$ cat config.mk
export PLATFORM = sky130hd
export DESIGN_NAME = sdram_port_arbiter
export DESIGN_NICKNAME = d
export VERILOG_FILES = /design/src/rtl/bocks_mem_pkg.sv /design/src/rtl/ioctl_word_packer.sv /design/src/rtl/sdram_port_arbiter.sv
export SDC_FILE = /design/constraint.sdc
export NUM_CORES = 1
export LEC_CHECK = 0
export CELL_PAD_IN_SITES_DETAIL_PLACEMENT = 1
export CELL_PAD_IN_SITES_GLOBAL_PLACEMENT = 2
export CORE_ASPECT_RATIO = 2
export CORE_UTILIZATION = 30
export CTS_BUF_LIST = sky130_fd_sc_hd__clkbuf_4 sky130_fd_sc_hd__clkbuf_8
export CTS_CLUSTER_SIZE = 28
export DETAILED_ROUTE_END_ITERATION = 7
export GPL_TIMING_DRIVEN = 0
export PLACE_DENSITY = 0.9
export RECOVER_POWER = 100
export REMOVE_ABC_BUFFERS = 1
export SYNTH_ARGS = -nofsm -noshare
export SYNTH_HDL_FRONTEND = slang
export SYNTH_SLANG_ARGS = --single-unit
$ cat constraint.sdc
create_clock -name clk_ram -period 3.1 [get_ports clk_ram]
set_clock_uncertainty 0.15 [all_clocks]
set_input_delay 0.62 -clock clk_ram [delete_from_list [all_inputs] [get_ports clk_ram]]
set_output_delay 0.62 -clock clk_ram [all_outputs]
set_load 0.01 [all_outputs]
$ cat src/rtl/bocks_mem_pkg.sv
// Shared types and constants for the bocks SDRAM port arbiter and its download word packer.
package bocks_mem_pkg;

    localparam int DEF_ADDR_W = 24;

    localparam logic [1:0] BE_LO  = 2'b01;
    localparam logic [1:0] BE_HI  = 2'b10;
    localparam logic [1:0] BE_ALL = 2'b11;

    typedef enum logic [1:0] {
        ST_IDLE,
        ST_VID_CMD,
        ST_VID_WAIT,
        ST_DL_CMD
    } arb_state_t;

    function automatic logic [1:0] lane_be(input logic lane);
        return lane ? BE_HI : BE_LO;
    endfunction

    function automatic logic [15:0] lane_data(input logic lane, input logic [7:0] b);
        return lane ? {b, 8'h00} : {8'h00, b};
    endfunction

endpackage

$ cat src/rtl/ioctl_word_packer.sv
// Packs ioctl download bytes into 16-bit words with byte enables, parks a byte that
// belongs to a new word while the old one flushes, and drives ioctl_wait.
module ioctl_word_packer
    import bocks_mem_pkg::*;
#(
    parameter int ADDR_W = DEF_ADDR_W
) (
    input  logic              clk_ram,
    input  logic              reset_n,
    input  logic              ioctl_download,
    input  logic              ioctl_wr,
    input  logic [ADDR_W:0]   ioctl_addr,
    input  logic [7:0]        ioctl_dout,
    output logic              ioctl_wait,
    input  logic              flush_ack,
    output logic              word_ready,
    output logic [ADDR_W-1:0] word_addr,
    output logic [15:0]       word_data,
    output logic [1:0]        word_be
);

    logic [ADDR_W-1:0] buf_addr;
    logic [15:0]       buf_data;
    logic [1:0]        buf_be;
    logic              buf_ready;
    logic              hold_valid;
    logic [ADDR_W:0]   hold_addr;
    logic [7:0]        hold_byte;

    logic              wr_ok;
    logic              wr_lane;
    logic [ADDR_W-1:0] wr_word;
    logic [1:0]        merged_be;

    assign wr_ok     = ioctl_download && ioctl_wr && !buf_ready;
    assign wr_lane   = ioctl_addr[0];
    assign wr_word   = ioctl_addr[ADDR_W:1];
    assign merged_be = buf_be | lane_be(wr_lane);

    // A partial word with the session closed is flushed as-is; this also covers a
    // hold byte reloaded after the download has already ended.
    always_ff @(posedge clk_ram or negedge reset_n) begin
        if (!reset_n) begin
            // NOTE: sequential state uses non-blocking assignments so every flop samples pre-edge values.
            // NOTE: the data registers are cleared too, so no stale byte can ride along in a later flush.
            buf_addr   <= '0;
            buf_data   <= '0;
            buf_be     <= '0;
            buf_ready  <= 1'b0;
            hold_valid <= 1'b0;
            hold_addr  <= '0;
            hold_byte  <= '0;
        end else if (flush_ack) begin
            buf_ready  <= 1'b0;
            hold_valid <= 1'b0;
            if (hold_valid) begin
                buf_addr <= hold_addr[ADDR_W:1];
                buf_data <= lane_data(hold_addr[0], hold_byte);
                buf_be   <= lane_be(hold_addr[0]);
            end else begin
                buf_be <= '0;
            end
        end else if (wr_ok) begin
            if (buf_be == '0) begin
                buf_addr <= wr_word;
                buf_data <= lane_data(wr_lane, ioctl_dout);
                buf_be   <= lane_be(wr_lane);
            end else if (wr_word == buf_addr) begin
                if (wr_lane) buf_data[15:8] <= ioctl_dout;
                else         buf_data[7:0]  <= ioctl_dout;
                buf_be    <= merged_be;
                buf_ready <= (merged_be == BE_ALL);
            end else begin
                buf_ready  <= 1'b1;
                hold_valid <= 1'b1;
                hold_addr  <= ioctl_addr;
                hold_byte  <= ioctl_dout;
            end
        end else if (!ioctl_download && buf_be != '0) begin
            buf_ready <= 1'b1;
        end
    end

    assign ioctl_wait = buf_ready;
    assign word_ready = buf_ready;
    assign word_addr  = buf_addr;
    assign word_data  = buf_data;
    assign word_be    = buf_be;

endmodule

$ cat src/rtl/sdram_port_arbiter.sv
// Shares the SDRAM command port between the ioctl download writer and the video reader.
// Define BOCKS_ARB_STARVE_EN to bound consecutive video grants while a download word waits.
module sdram_port_arbiter
    import bocks_mem_pkg::*;
#(
    parameter int ADDR_W       = DEF_ADDR_W,
    parameter int STARVE_LIMIT = 4
) (
    input  logic              clk_ram,
    input  logic              reset_n,
    input  logic              ioctl_download,
    input  logic              ioctl_wr,
    input  logic [ADDR_W:0]   ioctl_addr,
    input  logic [7:0]        ioctl_dout,
    output logic              ioctl_wait,
    input  logic              vid_req,
    input  logic [ADDR_W-1:0] vid_addr,
    output logic              vid_ack,
    output logic              vid_valid,
    output logic [15:0]       vid_data,
    output logic              mem_req,
    output logic              mem_we,
    output logic [ADDR_W-1:0] mem_addr,
    output logic [15:0]       mem_wdata,
    output logic [1:0]        mem_be,
    input  logic              mem_ack,
    input  logic              mem_rvalid,
    input  logic [15:0]       mem_rdata
);

    arb_state_t        state_q, state_d;
    logic              word_ready;
    logic [ADDR_W-1:0] word_addr;
    logic [15:0]       word_data;
    logic [1:0]        word_be;
    logic              flush_ack;
    logic              force_dl;
    logic              rd_done;

    assign flush_ack = (state_q == ST_DL_CMD) && mem_ack;
    assign rd_done   = (state_q == ST_VID_WAIT) && mem_rvalid;

    ioctl_word_packer #(.ADDR_W(ADDR_W)) u_packer (
        .clk_ram        (clk_ram),
        .reset_n        (reset_n),
        .ioctl_download (ioctl_download),
        .ioctl_wr       (ioctl_wr),
        .ioctl_addr     (ioctl_addr),
        .ioctl_dout     (ioctl_dout),
        .ioctl_wait     (ioctl_wait),
        .flush_ack      (flush_ack),
        .word_ready     (word_ready),
        .word_addr      (word_addr),
        .word_data      (word_data),
        .word_be        (word_be)
    );

`ifdef BOCKS_ARB_STARVE_EN
    localparam int               CNT_W   = $clog2(STARVE_LIMIT + 1);
    localparam logic [CNT_W-1:0] CNT_MAX = CNT_W'(STARVE_LIMIT);

    logic [CNT_W-1:0] starve_cnt;

    assign force_dl = word_ready && (starve_cnt == CNT_MAX);

    // Counts only video grants that bypass a waiting download word.
    always_ff @(posedge clk_ram or negedge reset_n) begin
        if (!reset_n) begin
            starve_cnt <= '0;
        end else if (!word_ready || (state_q == ST_IDLE && state_d == ST_DL_CMD)) begin
            starve_cnt <= '0;
        end else if (state_q == ST_IDLE && state_d == ST_VID_CMD) begin
            starve_cnt <= starve_cnt + CNT_W'(1);
        end
    end
`else
    logic unused_starve_limit;
    assign unused_starve_limit = ^STARVE_LIMIT;
    assign force_dl            = 1'b0;
`endif

    always_ff @(posedge clk_ram or negedge reset_n) begin
        if (!reset_n) state_q <= ST_IDLE;
        else          state_q <= state_d;
    end

    always_comb begin
        // NOTE: every output gets a default first so no path through the case infers a latch.
        state_d   = state_q;
        mem_req   = 1'b0;
        mem_we    = 1'b0;
        mem_addr  = '0;
        mem_wdata = '0;
        mem_be    = '0;
        vid_ack   = 1'b0;
        case (state_q)
            ST_IDLE: begin
                if (force_dl)        state_d = ST_DL_CMD;
                else if (vid_req)    state_d = ST_VID_CMD;
                else if (word_ready) state_d = ST_DL_CMD;
            end
            ST_VID_CMD: begin
                mem_req  = 1'b1;
                mem_addr = vid_addr;
                vid_ack  = mem_ack;
                if (mem_ack) state_d = ST_VID_WAIT;
            end
            ST_VID_WAIT: begin
                if (mem_rvalid) state_d = ST_IDLE;
            end
            ST_DL_CMD: begin
                mem_req   = 1'b1;
                mem_we    = 1'b1;
                mem_addr  = word_addr;
                mem_wdata = word_data;
                mem_be    = word_be;
                if (mem_ack) state_d = ST_IDLE;
            end
            default: state_d = ST_IDLE;
        endcase
    end

    always_ff @(posedge clk_ram or negedge reset_n) begin
        if (!reset_n) begin
            vid_valid <= 1'b0;
            vid_data  <= '0;
        end else begin
            vid_valid <= rd_done;
            if (rd_done) vid_data <= mem_rdata;
        end
    end

endmodule

==> results.yml <==
floorplan:
  core_area_um2: 16190
  dieArea_um2: 17050
  pin_count: 143
  die_w_um: 92.83
  die_h_um: 183.7
  initial_core_util_pct: 30.58
  row_count: 66
global_route:
  grt_overflow_total: 0
  grt_pass1_wl_um: 24090
  grt_max_degree: 53
  grt_pass1_vias: 4718
  antenna_found_initial: 0
  grt.total_usage_pct: 18.43
logic_synthesis:
  ys_types: 39
  seq_area_frac_synth_pct: 48.53
  syn_inst: 486
  synth_largest_area_cell: "dfrtp_1"
  yosys-top-cells-area: "dfrtp_1 (49%), mux2_2 (10%), nand2_1 (7.8%)"
  synth_top_area_share_pct: 48.53
  synth_area_um2: 4950
  yosysWarnings: 0
  synth.ff_latch_count: 96
  avgSynthCellArea_um2: 10.18
power_and_ir_drop:
  p_sw_share_pct: 38.06
  ir_worst_vdd_mv: 0.3248
  power.total_uw: 6007
  power.internal_uw: 3720
  p_sw_uw: 2286
  p_leak_uw: 0.003129
  powerDensity_nw_per_um2: 875.2
  seqPwrFrac_pct: 40.6
  p_clk_share_pct: 14.4
  comb_power_share_pct: 45.0
status:
  outcome: "finished, final reports clean"
place:
  dp.final_hpwl_um: 10670
  port_buffers: 142
  dpl_cell_area_um2: 6575
  gp_congestion: 0.7888
cells_and_area:
  syn_to_final_growth_pct: 38.65
  stdcell_area_um2: 6863
  antenna_cells: 0
  layout.nets: 698
  drive_gt1_share_pct: 13.83
timing:
  period_needed_ns: 2.993
  drv_slew: 0
  final_hold_viol_count: 0
  whs_ns: 0.3330
  fin_crit_sh_pct: 96.55
  rsz0062_at_grt: "no"
  relSlewSlack_pct: 11.15
  max_freq_mhz: 334.1
  worst_pin_slew_ns: 1.333
  setup-violations-final: 0
drt:
  firstDrtPassIters: 4
  post-route-drc-count: 0
  avgViaCountPerCell: 5.027
  ant_nets: 0
  via_count: 4152
  routedWlPerCell_um: 18.41
  wl_um: 15210
  drtIter0Drc: 121
critical_path:
  path_delay_family: "buffers and inverters"
  path_buf_inv: 2
  arrival_ns: 3.09
  endpoint_kind: "flop"
  worst_path_max_delay_cell: "clkdlybuf4s50_1"
  max_stage_delay_ns: 0.70
  critical_path_class: "in -> reg"
  start_kind: "input port"
  path_cells: "clkdlybuf4s50_1 > and3_4 > nand2_1 > a21bo_2 > o31ai_2 > buf_12 > mux2_2"
  cp_max_fo: 15
  crit_required_ns: 3.20
worst_hold_path:
  hold_path_class: "reg -> reg"
cts:
  htreeDepth: 3
  clock_sinks: 96
  cts_tree: "built"
  clockBufferDepth: 2
  clk_pin_slew_ns: 0.09
  worstSkewPairLatency_ns: 0.37
  cts_buffers: 9
  clock-root-buffer: "clkbuf_8"
run:
  maxCapViolCount: 0
-- cell type report --
| cell class | count | area, um^2 |
|---|---|---|
| timing repair buffer | 149 | 1508 |
| sequential | 96 | 2407 |
| clock inverter | 4 | 53.80 |
| multi-input combinational | 359 | 2476 |
| inverter | 3 | 11.26 |
| clock buffer | 11 | 151.4 |
| tap | 204 | 255.2 |
| fill | 1853 | 9323 |
-- routing by layer --
layer  vias to the layer above  wire [um]  track usage [%]
li1                       1935          -                -
met1                      2095       5199            17.77
met2                       108       9127            37.56
met3                        14        582            3.267
met4                         0        296            6.215
met5                         -          0                0
-- worst reg2reg max path, delay by kind of cell, from the launching register on --
kind	cells	cell delay (ns)
buf+inv	1	0.18
simple gates	2	0.70
flops	1	0.75
compound gates	2	0.60
mux	1	0.33
-- cells by family after synthesis --
logic type	after synthesis	share of synthesized area, %
buffers and inverters	35	2.882
XOR/XNOR	25	4.424
flip-flops	96	48.53
AND/OR/NAND/NOR	196	18.58
AO/OA/AOI/OAI	60	9.378
multiplexers	74	16.20
-- power groups by stage --
stage	clock (uW)	combinational (uW)	sequential, uW
after floorplan	0	1500	2350
after global placement	0	2590	2470
after detailed placement	0	2810	2450
after CTS	892	2850	2440
after global routing	936	2980	2540
final	863	2700	2440
-- synth_stat cells --
library cell,instances
xnor2_1,1
nor4_2,4
a21o_1,1
mux2_1,5
mux2_2,44
and3_1,19
nor3_1,1
o31ai_1,1
buf_4,3
a21oi_1,4
mux2i_1,25
nor2b_1,24
o31ai_4,2
a21boi_1,1
a31o_2,1
and2_1,3
o21ai_0,3
nand4_2,1
o21ai_4,1
a22o_1,16
dfrtp_1,96
a31oi_1,25
nor3b_1,1
a221o_1,1
buf_1,3
and3b_1,2
nand3_1,1
a221oi_1,1
clkinv_1,1
nor2_1,34
nor4_1,2
inv_1,2
xor2_1,24
nand3b_1,1
a21bo_2,1
nand2_1,103
clkbuf_1,26
o22ai_1,1
o21bai_1,1
-- timing repair --
action / in CTS / in global routing
setup endpoints to repair: 137 / 28
pin swaps: 3 / 1
hold buffers: 0 / 0
resized for setup: 6 / 1
gates cloned: 2 / 2
setup buffers: 3 / 1
-- state kept, by name, summed over array words and instances (netlist names), 2 cells and up --
signal and flops:
u_packer.word_be 2, u_packer.hold_addr 25, u_packer.word_addr 24, u_packer.word_data 16, vid_data 16, state_q 2, u_packer.hold_byte 8
-- worst paths after layout --
kind                                                 endpoint  slack (ns)                     from  cells past startpoint
min                                   vid_data[4]$_DFFE_PN0P_        0.33  vid_data[4]$_DFFE_PN0P_                      2
max in group asynchronous              state_q[0]$_DFFE_PN0P_        0.50                  reset_n                      2
max                         u_packer.word_data[9]$_DFFE_PN0P_        0.11                  mem_ack                      7
min in group asynchronous  u_packer.hold_addr[17]$_DFFE_PN0P_        0.39                  reset_n                      1
min reg2reg                           vid_data[4]$_DFFE_PN0P_        0.33  vid_data[4]$_DFFE_PN0P_                      2
max reg2reg                 u_packer.word_data[9]$_DFFE_PN0P_        0.29   state_q[0]$_DFFE_PN0P_                      6
-- cells in the final DEF, fill, tap and decap left out, drive strengths merged, types with 2 or more instances in the layout --
cell type        n
a21oi            4
a22o            16
a31oi           25
and2             3
and3            20
and3b            2
buf              4
clkbuf          15
clkdlybuf4s50   88
clkinv           2
clkinvlp         2
dfrtp           96
dlygate4sd3     53
inv              2
mux2            49
mux2i           25
nand2          103
nand3            2
nor2            34
nor2b           24
nor4             6
o21ai            5
o31ai            4
xor2            24
-- stage by stage --
step | util, % | instances | setup TNS (ns) | setup slack [ns]
final | 42.40 | 826 | 0 | 0.1070
after global routing | 42.40 | 826 | 0 | 0.02848
after CTS | 42.46 | 823 | -0.002799 | -0.002799
after detailed placement | 40.62 | 803 | -71.26 | -1.201
after global placement | 40.13 | 800 | -460.95 | -4.875
after floorplan | - | 454 | -79.34 | -2.160
Note: power is estimated with default switching activity, not from simulation.
